## src/rtl/ft6206_defines.sv

```systemverilog
// FT6206 touch controller constants and controller state encoding.
`ifndef FT6206_ADDRESS
`define FT6206_ADDRESS 7'h38
`endif

package ft6206_defines;

   localparam logic [7:0] FT6206_REG_TD_STATUS = 8'h02;
   localparam logic [7:0] FT6206_REG_TH_GROUP  = 8'h80;

   typedef enum logic [2:0] {
      S_INIT,
      S_INIT_WAIT,
      S_IDLE,
      S_PTR,
      S_PTR_WAIT,
      S_RD,
      S_RD_WAIT,
      S_UPDATE
   } ft6206_state_t;

endpackage

```

## src/rtl/i2c_types.sv

```systemverilog
// Shared I2C master request types.
package i2c_types;

   typedef enum logic [1:0] {
      READ_8BIT           = 2'd0,
      WRITE_8BIT          = 2'd1,
      WRITE_8BIT_REGISTER = 2'd2
   } i2c_transaction_t;

endpackage

```

## src/rtl/poll_timer.sv

```systemverilog
// Loadable down-counter with a zero flag; saturates at zero.
module poll_timer #(
   parameter int W = 20
) (
   input  logic         clk,
   input  logic         rst,
   input  logic         load,
   input  logic         clear,
   input  logic         dec,
   input  logic [W-1:0] load_val,
   output logic         zero
);

   logic [W-1:0] count;

   // load wins over clear, clear wins over decrement
   always_ff @(posedge clk or negedge rst) begin
      if (!rst)
         count <= '0;
      else if (load)
         count <= load_val;
      else if (clear)
         count <= '0;
      else if (dec && count != '0)
         count <= count - 1'b1;
   end

   assign zero = (count == '0);

endmodule

```

## src/rtl/ft6206_controller.sv

```systemverilog
// FT6206 capacitive touch poller: one threshold write at init, then
// periodic TD_STATUS pointer write followed by five single-byte reads.
`ifndef FT6206_ADDRESS
// keeps this file compilable when the defines file is not read first
`define FT6206_ADDRESS 7'h38
`endif

module ft6206_controller
   import i2c_types::*;
   import ft6206_defines::*;
#(
   parameter int         POLL_CYCLES = 1_000_000,
   parameter logic [7:0] THRESHOLD   = 8'h80
) (
   input  logic             clk,
   input  logic             rst,
   input  logic             ena,
   output i2c_transaction_t i2c_mode,
   output logic [6:0]       i2c_addr,
   output logic [15:0]      i2c_wr_data,
   output logic             i2c_valid,
   input  logic             i2c_ready,
   input  logic             i2c_rd_valid,
   input  logic [7:0]       i2c_rd_data,
   input  logic             i2c_error,
   output logic [11:0]      touch_x,
   output logic [11:0]      touch_y,
   output logic [1:0]       touch_count,
   output logic             touch_valid,
   output logic             err
);

   localparam int            TW        = (POLL_CYCLES > 1) ? $clog2(POLL_CYCLES) : 1;
   localparam logic [TW-1:0] POLL_LOAD = TW'(POLL_CYCLES - 1);

   ft6206_state_t   state;
   logic [4:0][7:0] rd_buf;
   logic [4:0][7:0] buf_next;
   logic [2:0]      idx;
   logic            init_done;
   logic            tmr_zero;

   assign i2c_addr = `FT6206_ADDRESS;

   // Timer is held at its reload value outside S_IDLE so it starts fresh
   // on every idle entry; with polling disabled it parks at zero so a
   // re-enable starts a poll straight away.
   poll_timer #(.W(TW)) u_poll_timer (
      .clk      (clk),
      .rst      (rst),
      .load     (state != S_IDLE),
      .clear    (state == S_IDLE && init_done && !ena),
      .dec      (state == S_IDLE),
      .load_val (POLL_LOAD),
      .zero     (tmr_zero)
   );

   // buffer as it will look once the incoming byte lands; lets the final
   // byte feed the touch outputs in the same cycle it arrives
   always_comb begin
      buf_next      = rd_buf;
      buf_next[idx] = i2c_rd_data;
   end

   // main sequencer with registered request and touch outputs
   always_ff @(posedge clk or negedge rst) begin
      if (!rst) begin
         state       <= S_INIT;
         idx         <= '0;
         rd_buf      <= '0;
         init_done   <= 1'b0;
         i2c_valid   <= 1'b0;
         i2c_mode    <= READ_8BIT;
         i2c_wr_data <= '0;
         touch_valid <= 1'b0;
         err         <= 1'b0;
         touch_x     <= '0;
         touch_y     <= '0;
         touch_count <= '0;
      end else begin
         touch_valid <= 1'b0;
         err         <= 1'b0;
         // an error wins over any completion strobe in the same cycle
         if (i2c_error && state != S_IDLE) begin
            state     <= S_IDLE;
            i2c_valid <= 1'b0;
            err       <= 1'b1;
         end else begin
            case (state)
               S_INIT: begin
                  if (!i2c_valid) begin
                     i2c_valid   <= 1'b1;
                     i2c_mode    <= WRITE_8BIT_REGISTER;
                     i2c_wr_data <= {FT6206_REG_TH_GROUP, THRESHOLD};
                  end else if (i2c_ready) begin
                     i2c_valid <= 1'b0;
                     state     <= S_INIT_WAIT;
                  end
               end
               S_INIT_WAIT: begin
                  if (i2c_rd_valid) begin
                     init_done <= 1'b1;
                     state     <= S_IDLE;
                  end
               end
               S_IDLE: begin
                  if (tmr_zero) begin
                     // a failed init is retried instead of polling
                     if (!init_done) begin
                        state       <= S_INIT;
                        i2c_valid   <= 1'b1;
                        i2c_mode    <= WRITE_8BIT_REGISTER;
                        i2c_wr_data <= {FT6206_REG_TH_GROUP, THRESHOLD};
                     end else if (ena) begin
                        state       <= S_PTR;
                        i2c_valid   <= 1'b1;
                        i2c_mode    <= WRITE_8BIT;
                        i2c_wr_data <= {8'h00, FT6206_REG_TD_STATUS};
                     end
                  end
               end
               S_PTR: begin
                  if (i2c_ready) begin
                     i2c_valid <= 1'b0;
                     state     <= S_PTR_WAIT;
                  end
               end
               S_PTR_WAIT: begin
                  if (i2c_rd_valid) begin
                     idx         <= '0;
                     state       <= S_RD;
                     i2c_valid   <= 1'b1;
                     i2c_mode    <= READ_8BIT;
                     i2c_wr_data <= '0;
                  end
               end
               S_RD: begin
                  if (i2c_ready) begin
                     i2c_valid <= 1'b0;
                     state     <= S_RD_WAIT;
                  end
               end
               S_RD_WAIT: begin
                  if (i2c_rd_valid) begin
                     rd_buf <= buf_next;
                     if (idx < 3'd4) begin
                        idx       <= idx + 3'd1;
                        state     <= S_RD;
                        i2c_valid <= 1'b1;
                     end else begin
                        touch_x     <= {buf_next[1][3:0], buf_next[2]};
                        touch_y     <= {buf_next[3][3:0], buf_next[4]};
                        // more than two touches is not a valid report
                        touch_count <= (buf_next[0][3:0] <= 4'd2) ? buf_next[0][1:0] : 2'd0;
                        touch_valid <= 1'b1;
                        state       <= S_UPDATE;
                     end
                  end
               end
               S_UPDATE: state <= S_IDLE;
               default:  state <= S_INIT;
            endcase
         end
      end
   end

endmodule

```

## config.mk

```make
export PLATFORM = sky130hd
export DESIGN_NAME = ft6206_controller
export DESIGN_NICKNAME = d
export VERILOG_FILES = /design/src/rtl/ft6206_defines.sv /design/src/rtl/i2c_types.sv /design/src/rtl/poll_timer.sv /design/src/rtl/ft6206_controller.sv
export SDC_FILE = /design/constraint.sdc
export NUM_CORES = 1
export LEC_CHECK = 0
export ABC_AREA = 1
export ABC_CLOCK_PERIOD_IN_PS = 2000
export BUFFER_PORTS_ARGS = -buffer_cell sky130_fd_sc_hd__buf_4
export CORE_MARGIN = 2
export CORE_UTILIZATION = 56
export DETAILED_ROUTE_END_ITERATION = 10
export GPL_TIMING_DRIVEN = 0
export PLACE_DENSITY = 0.78
export SKIP_LAST_GASP = 1
export SYNTH_ARGS = -nofsm -noshare
export SYNTH_HDL_FRONTEND = slang
export SYNTH_SLANG_ARGS = --single-unit
```

## constraint.sdc

```tcl
create_clock -name clk -period 2 [get_ports clk]
set_input_delay 0.1 -clock clk [delete_from_list [all_inputs] [get_ports clk]]
set_output_delay 0.1 -clock clk [all_outputs]
set_load 0.05 [all_outputs]
```

---- Word level (Yosys, flattened, before mapping) ----
Cells that the tools add are included.
Widths: inputs -> output; s select.
word-level totals
  bits in registers ....................... 114
  output and inout port bits .............. 54
  input port bits ......................... 14
cells by class
  equality and inequality tests ........... 25
  $lt $le $gt $ge ......................... 4
  bitwise logic cells ..................... 2
  reduce and logical (&&, ||, !) cells .... 21
  $add $sub $neg .......................... 2
  mux-type cells .......................... 52
operator list
  kind                   number
  $mux 16                5
  $mux 20                3
  $pmux 16 s3            1
  $mux 3                 14
  $bwmux 40              1
  $ne 3x3->1 const B     10
  $demux 8 s3            1
  $pmux 3 s8             1
  $logic_not 20->1       1
  $reduce_bool 20->1     1
  $sub 20x1->20 const B  1
  $mux 1                 15
  $mux 2                 7
  $eq 3x3->1 const B     4
  $ne 2x2->1 const B     5
  $reduce_and 9->1       1
  $mux 8                 1
  $reduce_and 7->1       1
  $eq 3x2->1 const B     2
  $pmux 2 s3             1
  $pmux 3 s2             1
  $reduce_and 3->1       2
  $reduce_and 6->1       1
  $reduce_bool 3->1      2
  19 further kinds       24

---- Logic depth before layout (Yosys ltp) ----
Gate-level depths: netlist of run 1.
  word-level depth ........................ 7
  mapped depth ............................ 11
  depth with buffers taken out ............ 11

---- Hierarchy ----
From an unflattened synthesis of run 1, not the netlist that was laid out.
second synthesis, totals
  cells, all modules ...................... 674
  area, all modules ....................... 4,906.0 um^2
by module, submodules not included
  module             cells an instance  seq. area each (um^2)  instances  area each (um^2)
  ft6206_controller  434                1,651.6                1          3,362.0
  poll_timer         240                500.5                  1          1,544.0

---- Worst setup path after synthesis of run 1 ----
OpenSTA, ideal clock, no wires.
  kind .................................... reg-to-reg
  start ................................... reg u_poll_timer.count[0]
  end ..................................... reg u_poll_timer.count[10]
  path slack .............................. 0.490 ns
  cell stages (with the launch flop) ...... 10
  data required time ...................... 1.881 ns
  data arrival time ....................... 1.391 ns
  path buffers ............................ 0
  cells stage by stage .................... dfrtp_1 inv_1 ha_1 nand2_1 nor2_1 inv_1 nor2_1 nand3_1 nand2_1 nor2_1
between the ends
  word-level cells in the longest chain between the ends .. 4
  elaborated cells between the ends (all ways) .. 7
  classes of those cells .................. add/sub (1); mux (3); reduce/logical (3)
RTL lines
  item                    RTL line          RTL
  from (decl)             poll_timer.sv:14  logic [W-1:0] count;
  from (signal assigned)  poll_timer.sv:21  count <= load_val;
  from (signal assigned)  poll_timer.sv:25  count <= count - 1'b1;
  $sub 20x1->20           poll_timer.sv:25
  $mux 20                 poll_timer.sv:24  else if (dec && count != '0)
  $mux 20                 poll_timer.sv:22  else if (clear)
  $mux 20                 poll_timer.sv:20  else if (load)
Several ways; a longest one is shown, not always the timed one. The select of a mux whose other input is x is not followed.
A chain may end at the register's enable or synchronous reset.

---- Worst setup path in the final report of run 1 ----
  start ................................... reg u_poll_timer.count[1]
  end ..................................... reg u_poll_timer.count[3]
Same word-level chain as after synthesis.

==> out/results.tsv, run 1 <==
stage	metric	value	unit
run_status	status	finished, final reports clean	
final_layout	antenna_cells	0	
logic_synthesis	synth_edf_count	0	
logic_synthesis	synth_compound_area_frac	0.122	
logic_synthesis	synth_ff_type	dfrtp_1	
routing	drt_iter0_drc	263	
sta	fin_setup_tns	0	ps
pwr	p_leak	0.00294	uW
sta	skew	16.5	ps
routing	routed_wl	10800	um
placement	port_buffers	47	
final_layout	n_fill_cell	696	
final_layout	syn_to_final_growth	17.3	%
pwr	power.density	1350	nW/um^2
cts	clkLatencyLatePin	360	ps
cts	htree_num_levels	3	
setup_path	rr_worst_depth	7	
floorplan	fp.dieW	94.7	um
sta	worst_pin_slew	1080	ps
logic_synthesis	synth.most_common_cell	nand2_1	
setup_path	worstPathArrival	2000	ps
logic_synthesis	synth_top_family_by_area	simple AND/OR/NAND/NOR gates	
logic_synthesis	synth.area.mux_share	0	
floorplan	num_rows	33	
routing	wl_per_cell	13.5	um
pwr	ir_drop	774	uV
final_layout	ff_latch_area	2150	sq um
setup_path	critical_path.max_fanout	10	
sta	final-setup-viol-count	0	
logic_synthesis	syn_area_per_cell	7.52	sq um
pwr	sw_frac_of_total	0.461	
pwr	p_sw	3370	uW
global_routing	grt_pass1_vias	4045	
floorplan	core_area	8090	sq um
logic_synthesis	synth_xor_area_frac	0.00380	
cts	cts.clk_slew.worst_paths	90	ps
routing	first_pass_iters	4	
logic_synthesis	yosys.area_share.simple	0.283	
logic_synthesis	seq_area_frac_synth	0.467	
logic_synthesis	netlist_top_cells_area	dfrtp_1 (47%), nand2_1 (13%), nor2_1 (6.6%)	
cts	clk_path_buf_depth	2	
setup_path	worstSetupEndpointType	flip-flop	
cts	root_buffer	clkbuf_8	
setup_path	critPathRequiredTime	2210	ps
sta	clock.fmax	559	MHz
logic_synthesis	synth_top_area_frac	0.467	
global_routing	grt_max_degree	87	
setup_path	worstSetupPathType	reg2reg	
pwr	clock_power_share	0.190	
final_layout	drive_above_1_share	0.167	
sta	slew_viol_final	0	
routing	drc_errors	0	
floorplan	die_y	94.7	um
placement	dp_cells	783	
sta	whs	65.3	ps
setup_path	cp-start-kind	flip-flop	
sta	finalHoldViolations	0	
pwr	power_frac_comb	0.471	
floorplan	start_util	0.570	
pwr	p_total	7320	uW
sta	min_period	1790	ps
floorplan	io_pins	68	
setup_path	r2r_end	u_poll_timer.count[3]	
logic_synthesis	ys_types	32	
final_layout	final_cells	801	
global_routing	grt_usage	0.257	
routing	vias	4197	
global_routing	grt-ovfl-total	0	
setup_path	rrSetupSlack	210	ps
min_path	hp-start	i2c_error	
logic_synthesis	yosys_warnings	0	
placement	dp_hpwl	7730	um
pwr	p_int	3950	uW
cts	cts_setup_buffers	0	
sta	rsz0062_at_grt	false	
logic_synthesis	yosys-top-cells-count	nand2_1 (155), dfrtp_1 (86), nor2_1 (81)	
logic_synthesis	synth_seq_cells	86	
global_routing	grt_pass1_wl	18100	um
setup_path	reg2reg_from	u_poll_timer.count[1]	
final_layout	multi_input_area	2000	sq um
logic_synthesis	synthesis.area	4610	sq um
min_path	hold_depth	4	
logic_synthesis	synthAdderAreaFrac	0.00814	
logic_synthesis	synthCells	613	
sta	relSlewSlack	0.279	
floorplan	dieArea	8970	sq um
cts	cts.sinks	86	
global_routing	antenna_found_initial	0	
final_layout	num-nets-final	708	
cts	numCtsBuffers	9	
pwr	p_seq_frac	0.339	
cts	cts_tree	done	
logic_synthesis	synth_area_leader_cell	dfrtp_1	
min_path	whs_endpoint	state[2]	
routing	vias_per_cell	5.24	
job	maxCapViolCount	0	
min_path	hp-class	in2reg	
placement	gp_congestion	0.966	
logic_synthesis	ys_async_sr_fraction	1.00	
sta	period_share	0.894	
routing	ant_nets	0	
==> layout by cell type (no fill, tap or decap), types with 5 or more instances in the layout <==
cell type,n
inv_1,61
a21oi_1,55
nand3_1,36
o21ai_0,48
nand2_1,155
clkbuf_8,10
nand4_1,11
inv_2,6
clkbuf_1,7
nor2_1,80
nor3_1,6
buf_4,71
conb_1,20
dfrtp_1,86
buf_2,5
==> worst max-delay path by stage <==
| stage | start | end |
|---|---|---|
| after floorplan | u_poll_timer.count[0] | u_poll_timer.count[10] |
| after global placement | u_poll_timer.count[0] | u_poll_timer.count[10] |
| after detailed placement | u_poll_timer.count[0] | u_poll_timer.count[10] |
| after CTS | u_poll_timer.count[1] | u_poll_timer.count[10] |
| after global routing | u_poll_timer.count[1] | u_poll_timer.count[3] |
| final | u_poll_timer.count[1] | u_poll_timer.count[3] |
==> area by class of cell <==
type,count,share of cell area
flip-flops and latches,86,0.398
multi-input cells,438,0.370
repair buffers,49,0.0690
clock buffers,11,0.0262
inverters,68,0.0472
plain buffers,39,0.0505
well taps,105,0.0243
clock inverters,5,0.0150
==> cells by family (layout without fill, tap and decap cells) <==
group / Yosys count / count (layout)
xor+xnor: 2 / 2
buf+inv: 107 / 172
simple gates: 303 / 303
fa+ha+maj: 3 / 3
other cells: 2 / 20
flops: 86 / 86
compound gates: 110 / 110
==> sequential cells by signal, summed over array words and instances, names as in the netlist <==
register	cells
err	1
i2c_mode	1
i2c_valid	1
i2c_wr_data	1
idx	3
init_done	1
rd_buf	28
state	3
touch_count	2
touch_valid	1
touch_x	12
touch_y	12
u_poll_timer.count	20
==> power groups by stage <==
stage / combinational (uW) / clock, uW / sequential (uW)
after detailed placement: 3420 / 0 / 2500
final: 3450 / 1390 / 2480
after CTS: 3440 / 1400 / 2470
after global placement: 3340 / 0 / 2480
after floorplan: 1940 / 0 / 3080
after global routing: 3830 / 1470 / 2530
==> worst max-delay path, cell delays in order, from the launching register on <==
cell     delay [ps]
dfrtp_1         380
inv_1           120
ha_1            200
nand2_1          80
nor3_1          280
nand4_2         260
inv_2           250
o21ai_0         100
==> routing by layer <==
layer | vias up | global-route usage | share of wire
li1 | 2075 | - | -
met1 | 1972 | 0.322 | 0.43
met2 | 125 | 0.441 | 0.50
met3 | 25 | 0.0367 | 0.043
met4 | 0 | 0.117 | 0.022
met5 | - | 0 | 0
==> per-stage QoR <==
stage	cell area, sq um	setup WS, ps	util
5_1_grt	5410	46.0	0.668
4_1_cts	5400	205	0.668
3_3_place_gp	5160	275	0.638
3_5_place_dp	5160	218	0.638
6_report	5410	212	0.668
2_1_floorplan	4680	490	-
==> timing repair <==
| item | CTS | global route |
|---|---|---|
| hold buffers | 2 | 0 |
| endpoints found under the hold margin | 87 | 0 |
| resized for setup | 0 | 1 |
| endpoints found under the setup margin | 0 | 1 |
No activity file was read; power rests on OpenSTA's default activity.
==> inputs of run 2 (changes only) <==
--- a/config.mk
+++ b/config.mk
@@ -13,4 +13,5 @@
 export DETAILED_ROUTE_END_ITERATION = 10
 export GPL_TIMING_DRIVEN = 0
+export HOLD_SLACK_MARGIN = 0.05
 export PLACE_DENSITY = 0.78
 export SKIP_LAST_GASP = 1
==> constraint.sdc (replaced) <==
create_clock -name clk -period 2 [get_ports clk]
set_input_delay 0.2 -clock clk [delete_from_list [all_inputs] [get_ports clk]]
set_output_delay 0.2 -clock clk [all_outputs]
set_load 0.05 [all_outputs]
==> out/results.tsv, run 2 (synthesis gave the netlist of run 1 again) <==
stage	metric	value	unit
run_status	status	finished, final reports clean	
placement	dp_hpwl	7730	um
final_layout	layout_commonest_cell	nand2_1	
final_layout	fin_area	5390	sq um
setup_path	cp-start-kind	flip-flop	
floorplan	fp.dieW	94.7	um
final_layout	largest_register_ffs	28	
sta	min_period	1790	ps
final_layout	antenna_cells	0	
final_layout	drive_above_1_share	0.167	
routing	first_pass_iters	5	
cts	numCtsBuffers	9	
setup_path	rrSetupSlack	210	ps
global_routing	grt_max_degree	87	
placement	dp_slack	218	ps
floorplan	die_y	94.7	um
setup_path	critical_path.max_fanout	10	
routing	routed_wl	10800	um
routing	drt_iter0_drc	270	
final_layout	layout_common_cells	nand2_1 (155), dfrtp_1 (86), nor2_1 (80), buf_4 (71), inv_1 (61)	
final_layout	num-nets-final	706	
sta	setup_slack	211	ps
cts	htree_num_levels	3	
pwr	p_total	7310	uW
floorplan	io_pins	68	
pwr	power.density	1360	nW/um^2
sta	fin_setup_tns	0	ps
pwr	power_frac_comb	0.472	
setup_path	worstSetupPathType	reg2reg	
routing	wl_per_cell	13.5	um
cts	root_buffer	clkbuf_8	
cts	cts.clk_slew.worst_paths	90	ps
global_routing	antenna_found_initial	0	
global_routing	grt_pass1_wl	18100	um
placement	gp_congestion	0.966	
setup_path	crit_chain	inv_1, ha_1, nand2_1, nor3_1, nand4_2, inv_2, o21ai_0	
pwr	clock_power_share	0.190	
final_layout	reg_top3	rd_buf: 28 flops, u_poll_timer.count: 20 flops	
final_layout	final_util	0.666	
sta	relSlewSlack	0.286	
global_routing	grt-ovfl-total	0	
pwr	p_seq_frac	0.339	
routing	ant_nets	0	
global_routing	grt_usage	0.257	
cts	cts_tree	done	
sta	skew	15.8	ps
cts	cts_setup_buffers	0	
setup_path	worst_path_max_delay_cell	dfrtp_1	
sta	worst_pin_slew	1070	ps
final_layout	n_fill_cell	698	
pwr	p_sw	3370	uW
final_layout	syn_to_final_growth	16.9	%
setup_path	reg2reg_from	u_poll_timer.count[1]	
job	maxCapViolCount	0	
final_layout	largest-register	rd_buf	
pwr	ir_drop	773	uV
final_layout	multi_input_area	2000	sq um
floorplan	dieArea	8970	sq um
setup_path	worstSetupEndpointType	flip-flop	
setup_path	path_delay_family	simple AND/OR/NAND/NOR gates	
floorplan	core_area	8090	sq um
global_routing	grt_pass1_vias	4033	
floorplan	start_util	0.570	
final_layout	ff_latch_area	2150	sq um
sta	rsz0062_at_grt	false	
setup_path	worst-path-buf-inv	2	
sta	period_share	0.894	
sta	clock.fmax	559	MHz
setup_path	rr_worst_depth	7	
routing	vias_per_cell	5.25	
routing	vias	4195	
sta	slew_viol_final	0	
pwr	p_leak	0.00293	uW
cts	clkLatencyLatePin	360	ps
setup_path	r2r_end	u_poll_timer.count[3]	
placement	port_buffers	47	
setup_path	max_stage_delay	370	ps
routing	drc_errors	0	
cts	cts.sinks	86	
pwr	p_int	3940	uW
cts	clk_path_buf_depth	2	
pwr	sw_frac_of_total	0.461	
placement	placed_area	5160	sq um
setup_path	critPathRequiredTime	2210	ps
setup_path	worstPathArrival	2000	ps
floorplan	num_rows	33	
sta	finalHoldViolations	0	
min_path	hp-class	in2async	
sta	final-setup-viol-count	0	
run 2: how the worst max path moves through the flow:
stage | start | slack, ps | cells after the start | end
finish | u_poll_timer.count[1] | 210 | 7 | u_poll_timer.count[3]
global route | u_poll_timer.count[1] | 50 | 7 | u_poll_timer.count[3]
CTS | u_poll_timer.count[1] | 200 | 9 | u_poll_timer.count[10]
detailed placement | u_poll_timer.count[0] | 220 | 9 | u_poll_timer.count[10]
global placement | u_poll_timer.count[0] | 270 | 9 | u_poll_timer.count[10]
floorplan | u_poll_timer.count[0] | 490 | 9 | u_poll_timer.count[10]
run 2: worst reg2reg max path: stages, from the launching register on:
cell and delay [ps]:
dfrtp_1 370, inv_1 120, ha_1 200, nand2_1 80, nor3_1 280, nand4_2 260
inv_2 250, o21ai_0 100
run 2: layout make-up:
class,instances,area share
sequential,86,0.400
inverter,68,0.0474
timing repair buffer,47,0.0655
clock inverter,5,0.0151
tap,105,0.0244
clock buffer,11,0.0262
multi-input combinational,438,0.371
buffer,39,0.0506
run 2: repair_timing:
action	4_1_cts	5_1_grt
hold buffers	0	0
setup endpoints to repair	0	1
resized for setup	0	1
run 2: power groups by stage:
stage          sequential [uW]  combinational (uW)  clock (uW)
3_3_place_gp              2480                3340           0
4_1_cts                   2470                3440        1400
2_1_floorplan             3080                1940           0
6_report                  2480                3450        1390
3_5_place_dp              2500                3420           0
5_1_grt                   2530                3830        1470
run 2: per-layer routing:
metal	part of all wire	vias up	track usage
met5	0	-	0
met4	0.017	0	0.117
met3	0.056	18	0.0367
met2	0.50	152	0.440
met1	0.43	1955	0.322
li1	-	2070	-
run 2: stage by stage:
step                cells  hold WS [ps]
global route          799          97.1
global placement      783           439
CTS                   799          71.2
finish                799          17.3
floorplan             631         -95.6
detailed placement    783           459
==> inputs of run 3 (changes only) <==
- ABC_CLOCK_PERIOD_IN_PS: 2000 -> 1700
- SYNTH_HIERARCHICAL: default -> 1
- clock period: 2 -> 1.7 ns (I/O delays scaled with it)
==> out/results.tsv, run 3 <==
stage	metric	value	unit
sta	period_share	1.14	
sta	skew	6.59	ps
logic_synthesis	synth.most_common_cell	nand2_1	
setup_path	worstSetupPathType	reg2reg	
routing	ant_nets	0	
logic_synthesis	synth_ff_type	dfrtp_1	
logic_synthesis	synthCells	674	
placement	port_buffers	47	
setup_path	cp-start-kind	flip-flop	
final_layout	n_fill_cell	622	
cts	numCtsBuffers	9	
final_layout	layout_common_cells	nand2_1 (291), buf_4 (124), dfrtp_1 (83), inv_1 (43), conb_1 (40)	
global_routing	grt_pass1_vias	4589	
sta	rsz0062_at_grt	true	
logic_synthesis	yosys_warnings	6	
final_layout	largest_register_ffs	28	
floorplan	io_pins	68	
global_routing	antenna_found_initial	0	
cts	clk_path_buf_depth	2	
cts	cts_tree	done	
routing	drc_errors	0	
final_layout	num-nets-final	843	
final_layout	fin_area	6460	sq um
final_layout	final_util	0.751	
placement	dp_slack	-328	ps
sta	fin_setup_tns	-1320	ps
routing	drt_iter0_drc	382	
setup_path	reg2reg_from	u_poll_timer/count[3]	
logic_synthesis	synth_edf_count	0	
setup_path	max_stage_delay	470	ps
routing	vias_per_cell	5.33	
sta	setup_slack	-234	ps
cts	clkLatencyLatePin	360	ps
setup_path	worstSetupEndpointType	flip-flop	
final_layout	largest-register	rd_buf	
routing	vias	5001	
logic_synthesis	synthesis.area	4910	sq um
logic_synthesis	synth_seq_cells	86	
logic_synthesis	syn_area_per_cell	7.28	sq um
global_routing	grt_pass1_wl	21300	um
logic_synthesis	ys_types	35	
routing	route.met2.wl	7000	um
pwr	ir_drop	828	uV
global_routing	grt_max_degree	87	
floorplan	start_util	0.571	
logic_synthesis	netlist_top_cells_area	dfrtp_1 (44%), nand2_1 (23%), o21ai_0 (4.4%)	
final_layout	layout_commonest_cell	nand2_1	
pwr	p_leak	0.00353	uW
cts	htree_num_levels	3	
setup_path	worst_path_max_delay_cell	dfrtp_2	
setup_path	worstPathArrival	2180	ps
floorplan	core_area	8590	sq um
routing	routed_wl	13800	um
floorplan	num_rows	34	
final_layout	syn_to_final_growth	31.6	%
floorplan	fp.dieW	97.6	um
logic_synthesis	ys_async_sr_fraction	1.00	
routing	first_pass_iters	5	
setup_path	r2r_end	i2c_mode[0]	
final_layout	drive_above_1_share	0.276	
global_routing	grt_usage	0.272	
sta	finalHoldViolations	0	
global_routing	grt-ovfl-total	0	
logic_synthesis	synth_top_area_frac	0.439	
routing	wl_per_cell	14.7	um
setup_path	critical_path.max_fanout	4	
logic_synthesis	synth_area_leader_cell	dfrtp_1	
setup_path	rr_worst_depth	9	
final_layout	antenna_cells	0	
cts	cts.sinks	86	
sta	min_period	1930	ps
placement	gp_congestion	0.883	
final_layout	reg_top3	rd_buf: 28 flops, u_poll_timer/count: 20 flops	
sta	clock.fmax	517	MHz
routing	top_layer	met4	
floorplan	die_y	97.6	um
sta	final-setup-viol-count	14	
sta	relSlewSlack	0.255	
placement	dp_hpwl	8120	um
cts	root_buffer	clkbuf_8	
setup_path	crit_chain	nor2_4, nand3_4, nor4b_4, inv_1, o21ai_2, buf_4, nand4_1, nand2_1, o21ai_0	
sta	worst_pin_slew	1120	ps
cts	ctsHoldBuffers	0	
run_status	failed_checks	setup timing	
sta	whs	8.30	ps
run_status	status	finished with violations	
routing	met1_length	5370	um
pwr	power.density	1790	nW/um^2
cts	cts.clk_slew.worst_paths	100	ps
routing	wl_met3	894	um
logic_synthesis	seq_area_frac_synth	0.439	
logic_synthesis	yosys-top-cells-count	nand2_1 (298), dfrtp_1 (86), inv_1 (48)	
sta	slew_viol_final	0	
placement	placed_area	5550	sq um
job	maxCapViolCount	0	
setup_path	critPathRequiredTime	1950	ps
setup_path	rrSetupSlack	-230	ps
floorplan	dieArea	9530	sq um
min_path	hp-class	in2async	
## run 3: critical path: cells and delay by family, from the launching register on
| kind | cells | cell delay [ps] |
|---|---|---|
| AND/OR/NAND/NOR | 5 | 860 |
| flip-flops | 1 | 470 |
| AO/OA/AOI/OAI | 2 | 270 |
| buffers and inverters | 2 | 230 |
## run 3: final cells by class
type	count	area, sq um	share of cell area
multi-input combinational	527	2510	0.389
sequential	86	2160	0.334
timing repair buffer	104	830	0.128
buffer	43	375	0.0581
inverter	54	235	0.0364
tap	108	135	0.0209
clock buffer	9	124	0.0192
clock inverter	7	86.3	0.0134
timing repair inverter	1	6.26	0.000969
## run 3: how the worst max path moves through the flow
stage	start	end	slack [ps]	cells after the start
finish	u_poll_timer/count[3]	i2c_mode[0]	-230	9
global route	u_poll_timer/count[15]	i2c_mode[0]	-300	10
CTS	u_poll_timer/count[0]	state[1]	-80	11
detailed placement	u_poll_timer/count[9]	state[1]	-330	11
global placement	state[1]	u_poll_timer/count[8]	-280	11
floorplan	u_poll_timer/count[9]	state[1]	5	11
## run 3: metal layers
metal  global-route usage  vias up
li1                     -     2360
met1                0.348     2352
met2                0.465      231
met3               0.0439       58
met4                0.104        0
met5                    0        -
## run 3: where the power goes
part / total (uW) / internal [uW] / leakage, uW / switching [uW]
clock network: 1580 / 716 / 0.000105 / 860
logic: 6720 / 2500 / 0.00228 / 4220
registers: 3270 / 2730 / 0.00114 / 540
total: 11600 / 5940 / 0.00353 / 5620
## run 3: stage by stage
step	total power (uW)	cells
global placement	8100	867
finish	11600	939
global route	12300	939
CTS	10600	910
floorplan	7110	712
detailed placement	8340	867
## run 3: cells by family (layout without fill, tap and decap cells)
| logic type | after synthesis | count (layout) | share of synthesized area |
|---|---|---|---|
| buffers and inverters | 99 | 218 | 0.110 |
| adders and majority gates | 3 | 3 | 0.00765 |
| DFF | 86 | 86 | 0.439 |
| other | 2 | 40 | 0.00153 |
| AOI/OAI and AO/OA | 70 | 70 | 0.0737 |
| and+or+nand+nor | 414 | 414 | 0.369 |
## run 3: timing repair
| action | 4_1_cts | 5_1_grt |
|---|---|---|
| gates cloned | 0 | 3 |
| endpoints found under the setup margin | 26 | 76 |
| pin swaps | 16 | 23 |
| setup buffers | 28 | 27 |
| resized for setup | 28 | 62 |
